File: src/rtl/reduce_tree_pipe.sv
// Pipelined N-input bitwise reduction tree (AND/OR/XOR/NAND per beat) with a
// single global advance enable shared by every stage and valid/ready on both sides.
module reduce_tree_pipe #(
  parameter int N_INPUTS   = 16,
  parameter int WIDTH      = 1,
  parameter int PIPE_EVERY = 1
) (
  input  logic                      clk,
  input  logic                      rst_n,
  input  logic [N_INPUTS*WIDTH-1:0] a,
  input  logic [1:0]                op,
  input  logic                      in_valid,
  output logic                      in_ready,
  output logic [WIDTH-1:0]          f,
  output logic                      out_valid,
  input  logic                      out_ready,
  output logic                      busy
);

  localparam int PE         = (PIPE_EVERY < 1) ? 1 : PIPE_EVERY;
  localparam int LEVELS     = $clog2(N_INPUTS);
  localparam int STAGES_RAW = (LEVELS + PE - 1) / PE;
  localparam int STAGES     = (STAGES_RAW < 1) ? 1 : STAGES_RAW;

  if (N_INPUTS < 2 || (N_INPUTS & (N_INPUTS - 1)) != 0 || WIDTH < 1 || PIPE_EVERY < 1) begin : g_param_err
    $error("reduce_tree_pipe: N_INPUTS must be a power of two >= 2, WIDTH and PIPE_EVERY >= 1");
  end

  // Last tree level completed by the end of stage s.
  function automatic int lvl_hi(input int s);
    return ((s + 1) * PE < LEVELS) ? (s + 1) * PE : LEVELS;
  endfunction

  // NAND shares the AND tree; the inversion happens only at the output.
  function automatic logic [WIDTH-1:0] combine(input logic [1:0] sel,
                                               input logic [WIDTH-1:0] x,
                                               input logic [WIDTH-1:0] y);
    case (sel)
      2'b01:   return x | y;
      2'b10:   return x ^ y;
      default: return x & y;
    endcase
  endfunction

  logic [STAGES-1:0] valid_reg;
  logic              adv;
  logic              accept;

  assign out_valid = valid_reg[STAGES-1];
  assign adv       = !out_valid || out_ready;
  assign in_ready  = adv;
  assign accept    = in_valid && adv;
  assign busy      = |valid_reg;

  always_ff @(posedge clk or negedge rst_n) begin
    if (!rst_n) begin
      valid_reg <= '0;
    end else if (adv) begin
      valid_reg[0] <= accept;
      for (int s = 1; s < STAGES; s++) begin
        valid_reg[s] <= valid_reg[s-1];
      end
    end
  end

  for (genvar gi = 0; gi < STAGES; gi++) begin : gen_stage
    localparam int LO    = gi * PE;
    localparam int HI    = lvl_hi(gi);
    localparam int D     = HI - LO;
    localparam int NIN   = N_INPUTS >> LO;
    localparam int NOUT  = N_INPUTS >> HI;
    localparam int NODES = 2 * NIN - NOUT;

    logic [NIN*WIDTH-1:0]   d_in;
    logic [1:0]             op_in;
    // All levels of this stage packed level after level, operand-granular.
    logic [NODES*WIDTH-1:0] node;
    logic [NOUT*WIDTH-1:0]  data_q;
    logic [1:0]             op_q;

    if (gi == 0) begin : g_src
      assign d_in  = a;
      assign op_in = op;
    end else begin : g_src
      assign d_in  = gen_stage[gi-1].data_q;
      assign op_in = gen_stage[gi-1].op_q;
    end

    assign node[NIN*WIDTH-1:0] = d_in;

    for (genvar gj = 1; gj <= D; gj++) begin : gen_lvl
      localparam int SRC = 2 * NIN - 2 * (NIN >> (gj - 1));
      localparam int DST = 2 * NIN - 2 * (NIN >> gj);
      for (genvar gk = 0; gk < (NIN >> gj); gk++) begin : gen_node
        assign node[(DST+gk)*WIDTH +: WIDTH] =
          combine(op_in, node[(SRC+2*gk)*WIDTH +: WIDTH], node[(SRC+2*gk+1)*WIDTH +: WIDTH]);
      end
    end

    if (gi == STAGES - 1) begin : g_reg
      // Output register: cleared on reset so f reads 0 (AND of zero data).
      always_ff @(posedge clk or negedge rst_n) begin
        if (!rst_n) begin
          data_q <= '0;
          op_q   <= 2'b00;
        end else if (adv) begin
          data_q <= node[NODES*WIDTH-1 -: NOUT*WIDTH];
          op_q   <= op_in;
        end
      end
    end else begin : g_reg
      always_ff @(posedge clk) begin
        if (adv) begin
          data_q <= node[NODES*WIDTH-1 -: NOUT*WIDTH];
          op_q   <= op_in;
        end
      end
    end
  end

  assign f = (gen_stage[STAGES-1].op_q == 2'b11) ? ~gen_stage[STAGES-1].data_q
                                                 :  gen_stage[STAGES-1].data_q;

endmodule

File: config.mk
export PLATFORM = sky130hd
export DESIGN_NAME = reduce_tree_pipe
export DESIGN_NICKNAME = d
export VERILOG_FILES = /design/src/rtl/reduce_tree_pipe.sv
export SDC_FILE = /design/constraint.sdc
export NUM_CORES = 1
export LEC_CHECK = 0
export CORE_ASPECT_RATIO = 2
export CORE_MARGIN = 2
export CORE_UTILIZATION = 25
export DETAILED_ROUTE_END_ITERATION = 7
export GPL_ROUTABILITY_DRIVEN = 1
export SETUP_SLACK_MARGIN = 0.5
export SLEW_MARGIN = 0
export SYNTH_ARGS = -nofsm -noshare
export SYNTH_HDL_FRONTEND = slang
export SYNTH_SLANG_ARGS = --single-unit
File: constraint.sdc
create_clock -name clk -period 1.79 [get_ports clk]
set_clock_uncertainty 0.05 [all_clocks]
set_input_delay 0.358 -clock clk [delete_from_list [all_inputs] [get_ports clk]]
set_output_delay 0.358 -clock clk [all_outputs]
set_load 0.01 [all_outputs]
==> impl_metrics.tcl, run 1 <==
set metrics [dict create \
    clkTransAtPathRegs_ns 0.06 \
    multi_input_area_um2 940 \
    drv_slew 0 \
    syn_area_um2 1830 \
    wire_per_inst_um 10.5 \
    power_mw 2.81 \
    p_int_mw 1.93 \
    p_seq_share_pct 38.1 \
    coreArea_um2 7160 \
    power_switching_mw 0.876 \
    synth_warnings 0 \
    initial_utilization_pct 25.6 \
    p_leak_nw 1.23 \
    hold_buffers 0 \
    syn_inst 181 \
    period_share_pct 94.7 \
    die_h_um 125 \
    final_hold_viol_count 0 \
    cts_inserted_buffers 3 \
    setup_viol 0 \
    worstRegToRegCells 6 \
    tightest_slew_ns 0.333 \
    drv_cap 0 \
    cts-root-buf "clkbuf_16" \
    first_global_vias 1316 \
    crit_path_end_kind "primary output" \
    drive_gt1_share_pct 22.1 \
    postPlaceCellArea_um2 2230 \
    p_per_area_nw_per_um2 1100 \
    r2r-end "gen_stage[2].op_q[1]" \
    clk_latency_ns 0.26 \
    worst-setup-path-type "reg -> out" \
    cp.required_ns 1.38 \
    finalWeightedCongestion 0.692 \
    ys_types 18 \
    ys_seq_area_share_pct 42.3 \
    max_freq_mhz 590 \
    io_pins 26 \
    fin_cells 318 \
    register_area_um2 776 \
    status "finished clean" \
    viasPerCell 4.17 \
    num_antenna_cells 0 \
    drt_iter0_markers 35 \
    synth_edf_count 20 \
    grt_usage_pct 7.69 \
    min_path_type "in -> reg" \
    numClockSinks 27 \
    synth-async-reset-ratio_pct 25.9 \
    cp_slowest_cell "or4_1" \
    rsz0062_at_grt "yes" \
    overflow 0 \
    via_count 1325 \
    vdd_drop_max_uv 474 \
    cts_tree "yes" \
    worstPathCellList "or4_1, buf_2" \
    min_to "gen_stage[0].op_q[0]" \
    switching_share_pct 31.2 \
    postRouteAntennaNets 0 \
    r2r_setup_slack_ns 0.34 \
    area_growth_pct 39.8 \
    remaining_drc_errors 0 \
    synth_area_per_cell_um2 10.1 \
    r2r_start "valid_reg[3]" \
    ys_seq_elements 27 \
    syn_nets 241 \
    ys.flop_type "edfxtp_1" \
    power_frac_comb_pct 43.9 \
    first_pass_iters 4 \
    port_buffers 25 \
    p_clk_share_pct 18.0 \
    fillerInstances 729 \
    largest_reg_flops 15 \
    start_kind "flop" \
    critPathMaxStageDelay_ns 0.50 \
    slew_headroom_pct 77.7 \
    place_hpwl_mm 2.28 \
    dp.cells 299 \
    worstHoldStart "op[0]" \
    critPathArrivalTime_ns 1.29 \
    wirelength_mm 3.34 \
    antenna_found_initial 0 \
    crit_path_max_fanout 2 \
    row_count 44 \
    htreeDepth 1 \
    die-area_um2 8070 \
    nets 287 \
    hold_depth 1 \
    grt_pass1_wl_mm 5.12 \
    cts_buffer_depth 2 \
    die_x_um 64.5 \
    grt_start_max_net_pins 21 \
    fin_crit_ns 1.70 \
    final_cell_area_um2 2560 \
]
[power groups by stage]
stage               logic (mW)  registers (mW)  clock network, mW
finish                    1.23            1.07              0.507
detailed placement       0.859            1.07                  0
global placement         0.818            1.06                  0
global route              1.37            1.09              0.531
floorplan                0.554            1.05                  0
CTS                      0.878            1.06              0.515
[Yosys cell counts, drive strengths merged, types with 2 or more instances]
library cell,instances,area (µm²)
ha,38,475
a22oi,14,105
nor2b,2,20.0
nand2,18,67.6
inv,54,203
buf,4,26.3
mux2,3,41.3
edfxtp,20,601
dfrtp,7,175
o21ai,16,80.1
[routing by layer]
layer	vias up	track usage, %	routed length (µm)
met2	35	15.7	2010
met5	-	0	0
met4	0	3.13	39
li1	678	-	-
met1	608	7.08	1170
met3	4	1.17	129
[cell type report]
cell class                      instances  area share (%)
Multi-Input combinational cell         96            36.7
Inverter                               54            8.06
Tap cell                               92            4.49
Clock buffer                            4            3.08
Sequential cell                        27            30.3
Timing Repair Buffer                   45            17.4
[cells by family after synthesis]
group	Yosys count	share of synthesized area, %
buffers and inverters	58	12.5
adders and majority gates	38	25.9
DFF	27	42.3
AOI/OAI and AO/OA	32	11.0
xor gates and xnor gates	1	0.478
muxes	3	2.25
and+or+nand+nor	22	5.53
[per-stage QoR]
stage	setup slack [ns]	utilization (%)	setup TNS, ns	hold slack [ns]
after floorplan	0.376	-	0	0.0124
after global placement	-0.177	31.1	-0.177	0.416
after detailed placement	-0.183	31.1	-0.183	0.422
after CTS	0.0776	32.8	0	0.322
after global routing	0.0675	35.8	0	0.304
final	0.0941	35.8	0	0.302
[placed cells by master (no fill, tap or decap), drive strengths merged]
cell	count
ha	38
a221oi	1
or2	1
edfxtp	20
clkinvlp	1
o31ai	1
or4	1
a22oi	14
dlygate4sd2	17
dfrtp	7
clkdlybuf4s50	2
buf	22
clkdlybuf4s15	1
nor2b	2
inv	53
xnor2	1
nand2	18
mux2	3
clkbuf	7
o21ai	16
[repair_timing]
| action | in CTS | in global routing |
|---|---|---|
| gates cloned | 0 | 4 |
| gates resized for setup | 56 | 23 |
| endpoints found under the hold margin | 0 | 0 |
| buffers inserted | 2 | 9 |
| endpoints found under the setup margin | 37 | 40 |
| pin swaps | 12 | 4 |
[worst max-delay path: cells and delay by family (launching register included)]
| kind | cells | cell delay, ns |
|---|---|---|
| buf+inv | 1 | 0.15 |
| simple gates | 1 | 0.50 |
| flops | 1 | 0.38 |
[worst max path at each step]
stage,startpoint,to
finish,valid_reg[1],busy
global route,valid_reg[1],busy
CTS,valid_reg[3],busy
detailed placement,out_ready,in_ready
global placement,out_ready,in_ready
floorplan,valid_reg[3],gen_stage[0].data_q[0]
Note: power is estimated with default switching activity, not from simulation.
==> run 2, diff against run 1 <==
--- a/config.mk
+++ b/config.mk
@@ -8,9 +8,11 @@
 export CORE_ASPECT_RATIO = 2
 export CORE_MARGIN = 2
 export CORE_UTILIZATION = 25
+export CTS_CLUSTER_DIAMETER = 100
 export DETAILED_ROUTE_END_ITERATION = 7
 export GPL_ROUTABILITY_DRIVEN = 1
 export SETUP_SLACK_MARGIN = 0.5
+export SKIP_LAST_GASP = 1
 export SLEW_MARGIN = 0
 export SYNTH_ARGS = -nofsm -noshare
 export SYNTH_HDL_FRONTEND = slang
==> results of run 2 <==
Final layout, timing and power as in run 1 (identical DEF).
